--- config.mk ---
export PLATFORM = sky130hd
export DESIGN_NAME = clusterv_tile_ic_arb
export DESIGN_NICKNAME = d
export VERILOG_FILES = /design/src/rtl/clusterv_tile_ic_arb.sv
export SDC_FILE = /design/constraint.sdc
export NUM_CORES = 1
export LEC_CHECK = 0
export CAP_MARGIN = 0
export CORE_AREA = 5 5 169 171
export DETAILED_ROUTE_END_ITERATION = 7
export DIE_AREA = 0 0 174 176
export SETUP_SLACK_MARGIN = 0.5
export SLEW_MARGIN = 10
export SYNTH_ARGS = -nofsm -noshare
export SYNTH_HDL_FRONTEND = slang
export SYNTH_SLANG_ARGS = --single-unit
--- constraint.sdc ---
create_clock -name clock -period 4.3 [get_ports clock]
set_input_delay 1.29 -clock clock [delete_from_list [all_inputs] [get_ports clock]]
set_output_delay 1.29 -clock clock [all_outputs]
set_load 0.01 [all_outputs]
--- src/rtl/clusterv_tile_ic_arb.sv ---
// Round-robin Wishbone arbiter: grants one tile master at a time onto the shared
// target port and holds the grant for the master's whole cyc.
module clusterv_tile_ic_arb #(
    parameter int N_MASTERS = 4,
    parameter int ADR_W     = 32,
    parameter int DAT_W     = 32,
    parameter int TGA_W     = 1,
    parameter int TGD_W     = 1
) (
    input  logic                           clock,
    input  logic                           reset,
    input  logic [N_MASTERS*ADR_W-1:0]     i_adr,
    input  logic [N_MASTERS*DAT_W-1:0]     i_dat_w,
    output logic [DAT_W-1:0]               i_dat_r,
    input  logic [N_MASTERS-1:0]           i_cyc,
    input  logic [N_MASTERS-1:0]           i_stb,
    input  logic [N_MASTERS-1:0]           i_we,
    input  logic [N_MASTERS*(DAT_W/8)-1:0] i_sel,
    input  logic [N_MASTERS*TGA_W-1:0]     i_tga,
    input  logic [N_MASTERS*TGD_W-1:0]     i_tgd_w,
    output logic [TGD_W-1:0]               i_tgd_r,
    output logic [N_MASTERS-1:0]           i_ack,
    output logic [N_MASTERS-1:0]           i_err,
    output logic [ADR_W-1:0]               t_adr,
    output logic [DAT_W-1:0]               t_dat_w,
    input  logic [DAT_W-1:0]               t_dat_r,
    output logic                           t_cyc,
    output logic                           t_stb,
    output logic                           t_we,
    output logic [DAT_W/8-1:0]             t_sel,
    output logic [TGA_W-1:0]               t_tga,
    output logic [TGD_W-1:0]               t_tgd_w,
    input  logic [TGD_W-1:0]               t_tgd_r,
    input  logic                           t_ack,
    input  logic                           t_err,
    output logic [N_MASTERS-1:0]           gnt
);
    localparam int SEL_W = DAT_W / 8;
    localparam int IDX_W = (N_MASTERS > 1) ? $clog2(N_MASTERS) : 1;

    typedef enum logic {IDLE, BUSY} state_t;

    state_t               state_q;
    logic [N_MASTERS-1:0] gnt_q;
    logic [IDX_W-1:0]     last_q;

    logic [N_MASTERS-1:0] req;
    logic                 win_found;
    logic [IDX_W-1:0]     win_idx;
    logic [N_MASTERS-1:0] win_oh;
    logic [IDX_W:0]       cand;
    logic                 gnt_cyc;

    assign req = i_cyc & i_stb;

    // Search last+1, last+2, ... so the previous winner is considered last.
    always_comb begin
        win_found = 1'b0;
        win_idx   = last_q;
        win_oh    = '0;
        cand      = '0;
        for (int i = 1; i <= N_MASTERS; i++) begin
            cand = {1'b0, last_q} + (IDX_W+1)'(i);
            if (cand >= (IDX_W+1)'(N_MASTERS)) begin
                cand = cand - (IDX_W+1)'(N_MASTERS);
            end
            if (!win_found && req[cand[IDX_W-1:0]]) begin
                win_found = 1'b1;
                win_idx   = cand[IDX_W-1:0];
            end
        end
        if (win_found) begin
            win_oh[win_idx] = 1'b1;
        end
    end

    assign gnt_cyc = |(gnt_q & i_cyc);

    always_ff @(posedge clock or posedge reset) begin
        if (reset) begin
            state_q <= IDLE;
            gnt_q   <= '0;
            last_q  <= IDX_W'(N_MASTERS - 1);
        end else begin
            case (state_q)
                IDLE: begin
                    if (win_found) begin
                        state_q <= BUSY;
                        gnt_q   <= win_oh;
                        last_q  <= win_idx;
                    end
                end
                BUSY: begin
                    if (!gnt_cyc) begin
                        state_q <= IDLE;
                        gnt_q   <= '0;
                    end
                end
                default: begin
                    state_q <= IDLE;
                    gnt_q   <= '0;
                end
            endcase
        end
    end

    // AND-OR mux on the one-hot grant: an empty grant (IDLE) drives all zeros.
    always_comb begin
        t_adr   = '0;
        t_dat_w = '0;
        t_we    = 1'b0;
        t_sel   = '0;
        t_tga   = '0;
        t_tgd_w = '0;
        for (int k = 0; k < N_MASTERS; k++) begin
            if (gnt_q[k]) begin
                t_adr   = t_adr   | i_adr[ADR_W*k +: ADR_W];
                t_dat_w = t_dat_w | i_dat_w[DAT_W*k +: DAT_W];
                t_we    = t_we    | i_we[k];
                t_sel   = t_sel   | i_sel[SEL_W*k +: SEL_W];
                t_tga   = t_tga   | i_tga[TGA_W*k +: TGA_W];
                t_tgd_w = t_tgd_w | i_tgd_w[TGD_W*k +: TGD_W];
            end
        end
    end

    // stb is qualified by cyc so a release cycle shows neither on the target.
    assign t_cyc   = gnt_cyc;
    assign t_stb   = |(gnt_q & i_cyc & i_stb);
    assign i_ack   = gnt_q & {N_MASTERS{t_ack}};
    assign i_err   = gnt_q & {N_MASTERS{t_err}};
    assign i_dat_r = t_dat_r;
    assign i_tgd_r = t_tgd_r;
    assign gnt     = gnt_q;
endmodule

==> results of run 1 <==
==> stage by stage <==
step | instances | worst slack [ns]
floorplan | 339 | 1.14
global placement | 1003 | 0.172
detailed placement | 1003 | 0.146
CTS | 1007 | 0.464
global route | 1007 | 0.463
finish | 1007 | 0.510
==> synth_stat cells, types with 2 or more instances <==
master | instances | area [sq um]
buf_2 | 5 | 25.0
nand3b_1 | 3 | 22.5
a21oi_1 | 5 | 25.0
mux2i_1 | 2 | 20.0
nand2_1 | 72 | 270
o32ai_2 | 2 | 32.5
buf_4 | 33 | 248
o2bb2ai_1 | 2 | 17.5
a21o_1 | 2 | 15.0
inv_1 | 5 | 18.8
and3_1 | 2 | 12.5
dfrtp_1 | 5 | 125
buf_1 | 10 | 37.5
nand3_1 | 5 | 25.0
and2_1 | 8 | 50.1
o21ai_1 | 2 | 10.0
clkbuf_1 | 18 | 67.6
a22oi_1 | 142 | 1070
dfstp_2 | 2 | 52.6
==> worst min path at each step <==
| stage | slack [ns] | depth (start not counted) | from | to |
|---|---|---|---|---|
| final | 0.54 | 2 | last_q[0]$_DFFE_PP1P_ | last_q[0]$_DFFE_PP1P_ |
| after global routing | 0.54 | 2 | last_q[0]$_DFFE_PP1P_ | last_q[0]$_DFFE_PP1P_ |
| after CTS | 0.54 | 2 | last_q[0]$_DFFE_PP1P_ | last_q[0]$_DFFE_PP1P_ |
| after detailed placement | 0.53 | 2 | last_q[0]$_DFFE_PP1P_ | last_q[0]$_DFFE_PP1P_ |
| after global placement | 0.52 | 2 | last_q[0]$_DFFE_PP1P_ | last_q[0]$_DFFE_PP1P_ |
| after floorplan | 0.50 | 2 | last_q[0]$_DFFE_PP1P_ | last_q[0]$_DFFE_PP1P_ |
==> report_power, final <==
group          total (mW)  switching, mW  internal (mW)
logic                2.59           1.21           1.37
clock network       0.160         0.0361          0.123
registers           0.205         0.0989          0.106
total                2.95           1.35           1.60
==> worst reg2reg max path, stage by stage, from the launching register on <==
cell and delay (ns):
dfrtp_2 0.40, buf_12 0.22, a22o_1 0.27, a221oi_2 0.21, buf_4 0.18, a21o_1 0.15
o32ai_2 0.09
==> timing repair <==
item / in CTS / in global routing
pin swaps: 4 / 1
gates resized for setup: 26 / 41
endpoints found under the setup margin: 21 / 38
hold buffers: 0 / 0
cloned: 0 / 0
==> registers in the layout, summed over array words and instances, names as in the netlist <==
name and cells:
gnt 4, state_q 1, last_q 2
==> layout make-up <==
cell class	instances	area, sq um
Fill cell	2920	20300
Timing Repair Buffer	389	3970
Multi-Input combinational cell	261	1750
Tap cell	341	427
Sequential cell	7	183
Clock buffer	4	78.8
Inverter	5	18.8
==> metal layers <==
metal | vias to the layer above | part of all wire, % | track usage (%)
met5 | - | 0 | 0
met2 | 276 | 50 | 17.9
li1 | 1940 | - | -
met3 | 43 | 9.3 | 3.08
met4 | 0 | 3.4 | 3.60
met1 | 1859 | 37 | 10.3
==> kinds of logic after synthesis <==
group                  share of synthesized area, %
muxes                                         0.878
buffers and inverters                          17.4
DFF                                            7.79
AOI/OAI and AO/OA                              55.6
and+or+nand+nor                                18.3
==> flow_summary_export.csv, run 1 <==
group,metric,value,unit
status,status,"finished clean",
timing,totalNegativeSetupSlack,0,ns
clocking,cts_tree,"built",
worst_setup_path,critPathBufInv,2,
clocking,clkSlewWorstSetupHoldPaths,0.04,ns
worst_setup_path,path_delay_family,"buffers and inverters",
route,via_count,4118,
route,ant_nets,0,
worst_setup_path,cp.required,3.01,ns
logic_synthesis,avgSynthCellArea,6.73,sq um
die,dieArea,30600,sq um
worst_setup_path,cp-start-kind,"input port",
worst_setup_path,cp_common_cell,"clkdlybuf4s50_1",
timing,setup_violations,0,
timing,tightest_slew,0.664,ns
logic_synthesis,synthArstFlopShare,100,%
placed_design,post_dp_cell_area,6240,sq um
worst_setup_path,max_stage_delay,0.54,ns
worst_setup_path,worstRegToRegCells,6,
die,die_w,174,um
pwr,p_leak,2.94,nW
pwr,p_total,2.95,mW
die,die_h,176,um
die,core_area,26700,sq um
logic_synthesis,ys_seq_area_share,7.79,%
global_routing,antenna_found_initial,0,
worst_setup_path,crit_start,"i_adr[1]",
worst_setup_path,cp_cell_sequence,"clkdlybuf4s50_1, a22oi_1, nand2_1, clkdlybuf4s50_1",
die,pin_count,447,
final_layout,syn_to_final_growth,182,%
clocking,clock-sinks,7,
worst_setup_path,endpoint_kind,"output pin",
final_layout,mostFrequentLayoutCells,"322 x clkdlybuf4s50_1, 135 x a22oi_1, 72 x nand2_1, 35 x dlymetal6s2s_1, 22 x dlygate4sd2_1",
logic_synthesis,syn_area,2280,sq um
route,wl,17.1,mm
worst_setup_path,critPathMaxFanout,1,
worst_setup_path,worst-r2r-setup-slack,2.66,ns
route,wire_per_inst,17.0,um
placed_design,portBuffers,380,
route,vias_per_cell,4.09,
logic_synthesis,synth_cell_type_count,33,
worst_setup_path,path_depth,4,
timing,hold_viol,0,
logic_synthesis,synth_seq_cells,7,
final_layout,fin_util,24.0,%
worst_setup_path,crit_type,"in2out",
clocking,cts_buffer_depth,2,
timing,max_freq,264,MHz
timing,skew,0.00100,ns
timing,drv_slew,0,
clocking,clock_latency,0.23,ns
timing,min_period,3.79,ns
timing,relSlewSlack,55.7,%
worst_setup_path,reg2reg_to,"gnt[2]$_DFFE_PP0P_",
clocking,post_cts_buffers,0,
die,start_util,8.53,%
timing,min_period_over_period,88.1,%
final_layout,finish.net_count,996,
logic_synthesis,ys.warnings.count,0,
final_layout,final_common_cell,"clkdlybuf4s50_1",
logic_synthesis,synth-main-ff-cell,"dfrtp_1",
final_layout,drive_gt1_share,5.11,%
clocking,numCtsBuffers,3,
placed_design,dp_hpwl,13.8,mm
pwr,ir_drop,0.000247,V
route,drt_iter0_markers,177,
global_routing,grt_pass1_wl,24.1,mm
worst_setup_path,crit_end,"t_adr[1]",
global_routing,grt_max_degree,78,
flow_run,max_cap_viol_count,0,
logic_synthesis,synth_edf_count,0,
hold_path,worstHoldPathType,"reg2reg",
timing,rsz0062_at_grt,"yes",
route,drc,0,
placed_design,place_congestion,0.771,
worst_setup_path,cp_slowest_cell,"clkdlybuf4s50_1",
clocking,htreeDepth,1,
global_routing,grtUsageTotal,9.68,%
worst_setup_path,reg2reg_from,"gnt[2]$_DFFE_PP0P_",
clocking,cts-root-buf,"clkbuf_16",
timing,holdWs,0.537,ns
global_routing,grt_overflow_total,0,
die,rows,60,
logic_synthesis,netlist_instances,339,
global_routing,first_global_vias,4347,
final_layout,design_area,6420,sq um
final_layout,diodes,0,
logic_synthesis,synth_nets,668,
pwr,power_density,459,nW/um^2
worst_setup_path,cp_data_arrival_time,2.50,ns
route,first_pass_iters,4,
No activity file was read; power rests on OpenSTA's default activity.
==> inputs of run 2 (changes only) <==
Settings changed: CAP_MARGIN 0 to 40, CTS_CLUSTER_DIAMETER set to 150.
==> results of run 2 <==
No change in the layout: final DEF, timing and power equal those of run 1.
==> inputs of run 3 (changes only) <==
Settings changed: SKIP_CTS_REPAIR_TIMING set to 1.
==> run 3 against run 2 <==
- clock skew is essentially flat
- clock-buffer cell count did not move
- global-route usage about the same
- critical endpoint unchanged
- highest routed layer unchanged
- worst setup slack better by 0.0036 ns
- sequential share of layout area barely moved
==> flow_summary_export.csv, run 3 (synthesis gave the netlist of run 1 again) <==
group,metric,value,unit
status,status,"finished clean",
pwr,swShare,45.1,%
placed_design,dp_slack,0.146,ns
worst_setup_path,critPathMaxFanout,1,
clocking,cts_tree,"built",
worst_setup_path,max_stage_delay,0.53,ns
hold_path,worstHoldPathType,"reg2reg",
hold_path,hp-start,"last_q[0]$_DFFE_PP1P_",
die,dieArea,30600,sq um
final_layout,diodes,0,
timing,totalNegativeSetupSlack,0,ns
final_layout,instances_no_fill,1007,
global_routing,grt_overflow_total,0,
timing,skew,0.00127,ns
global_routing,antenna_found_initial,0,
die,die_h,176,um
pwr,internal_power,1.64,mW
pwr,p_leak,3.18,nW
final_layout,fin_util,24.3,%
clocking,clock_latency,0.23,ns
final_layout,largest_register_ffs,4,
pwr,comb_power_share,87.7,%
timing,rsz0062_at_grt,"yes",
pwr,p_seq_share,6.9,%
global_routing,grt_max_degree,78,
final_layout,final_common_cell,"clkdlybuf4s50_1",
worst_setup_path,path_delay_family,"buffers and inverters",
timing,relSlewSlack,55.9,%
worst_setup_path,crit_type,"in2out",
worst_setup_path,cp.required,3.01,ns
final_layout,finish.net_count,996,
timing,tightest_slew,0.661,ns
timing,fin_ws,0.513,ns
clocking,clkSlewWorstSetupHoldPaths,0.04,ns
worst_setup_path,cp_cell_sequence,"clkdlybuf4s50_1, a22oi_1, nand2_1, clkdlybuf4s50_1",
flow_run,max_cap_viol_count,0,
placed_design,dp_hpwl,13.8,mm
die,start_util,8.53,%
worst_setup_path,cp_common_cell,"clkdlybuf4s50_1",
route,drc,0,
die,core_area,26700,sq um
worst_setup_path,cp_data_arrival_time,2.50,ns
clocking,htreeDepth,1,
placed_design,dpl.cell_count,1003,
timing,min_period_over_period,88.1,%
timing,setup_violations,0,
die,rows,60,
route,via_count,4110,
pwr,ir_drop,0.000243,V
worst_setup_path,critPathBufInv,2,
global_routing,grtUsageTotal,9.69,%
timing,min_period,3.79,ns
final_layout,drive_gt1_share,4.95,%
worst_setup_path,reg2reg_from,"gnt[2]$_DFFE_PP0P_",
timing,drv_slew,0,
timing,max_freq,264,MHz
route,wire_per_inst,17.0,um
route,vias_per_cell,4.08,
worst_setup_path,crit_start,"i_adr[1]",
placed_design,place_congestion,0.771,
clocking,numCtsBuffers,3,
pwr,p_sw,1.34,mW
global_routing,grt_pass1_wl,24.1,mm
final_layout,syn_to_final_growth,185,%
route,drt_iter0_markers,179,
pwr,pwr-share-clk,5.4,%
worst_setup_path,cp_slowest_cell,"clkdlybuf4s50_1",
clocking,clock-sinks,7,
pwr,power_density,459,nW/um^2
final_layout,mostFrequentLayoutCells,"323 x clkdlybuf4s50_1, 135 x a22oi_1, 72 x nand2_1, 57 x dlymetal6s2s_1",
timing,hold_viol,0,
global_routing,first_global_vias,4353,
die,die_w,174,um
route,ant_nets,0,
route,wl,17.1,mm
worst_setup_path,endpoint_kind,"output pin",
die,pin_count,447,
placed_design,portBuffers,380,
worst_setup_path,cp-start-kind,"input port",
route,first_pass_iters,4,
clocking,cts-root-buf,"clkbuf_16",
clocking,cts_buffer_depth,2,
[run 3: cell count changes in the layout (fill, tap and decap cells not counted), sizes merged]
cell,previous run,this run
clkdlybuf4s15,1,0
dlymetal6s2s,35,57
dlygate4sd2,22,0
clkdlybuf4s50,322,323
[run 3: cell type report]
type	instances	area, sq um
fill	2912	20200
timing repair buffer	389	4050
multi-input combinational	261	1740
tap	341	427
sequential	7	183
clock buffer	4	78.8
inverter	5	18.8
[run 3: stage by stage]
step	total power, mW	area [sq um]	hold WS [ns]
finish	2.98	6500	0.538
global route	3.20	6500	0.540
CTS	3.09	6320	0.536
detailed placement	2.91	6240	0.531
global placement	2.91	6240	0.523
floorplan	1.37	2280	0.500
[run 3: layer usage]
layer | vias to the layer above | routed length (um) | global-route usage (%)
li1 | 1938 | - | -
met1 | 1859 | 6250 | 10.3
met2 | 273 | 8600 | 17.9
met3 | 40 | 1660 | 3.06
met4 | 0 | 569 | 3.60
met5 | - | 0 | 0
[run 3: worst reg2reg max path, cell delays in order (launching register included)]
cell	delay, ns
dfrtp_2	0.40
buf_12	0.22
a22o_1	0.27
a221oi_2	0.20
buf_4	0.17
a21o_1	0.15
o32ai_2	0.09
[run 3: path summary, 6_finish.rpt]
kind / to / slack [ns] / depth (start not counted)
setup / recovery: t_adr[1] / 0.51 / 4
hold / removal: last_q[0]$_DFFE_PP1P_ / 0.54 / 2
setup reg to reg: gnt[2]$_DFFE_PP0P_ / 2.66 / 6
hold reg to reg: last_q[0]$_DFFE_PP1P_ / 0.54 / 2
max in group asynchronous: last_q[1]$_DFFE_PP1P_ / 2.71 / 2
min in group asynchronous: state_q$_DFF_PP0_ / 1.32 / 2
[run 3: power by group through the flow]
stage	Sequential (mW)	Clock (mW)	Combinational [mW]
final	0.206	0.160	2.62
after global routing	0.213	0.169	2.81
after CTS	0.206	0.163	2.72
after detailed placement	0.207	0	2.70
after global placement	0.208	0	2.70
after floorplan	0.139	0	1.23
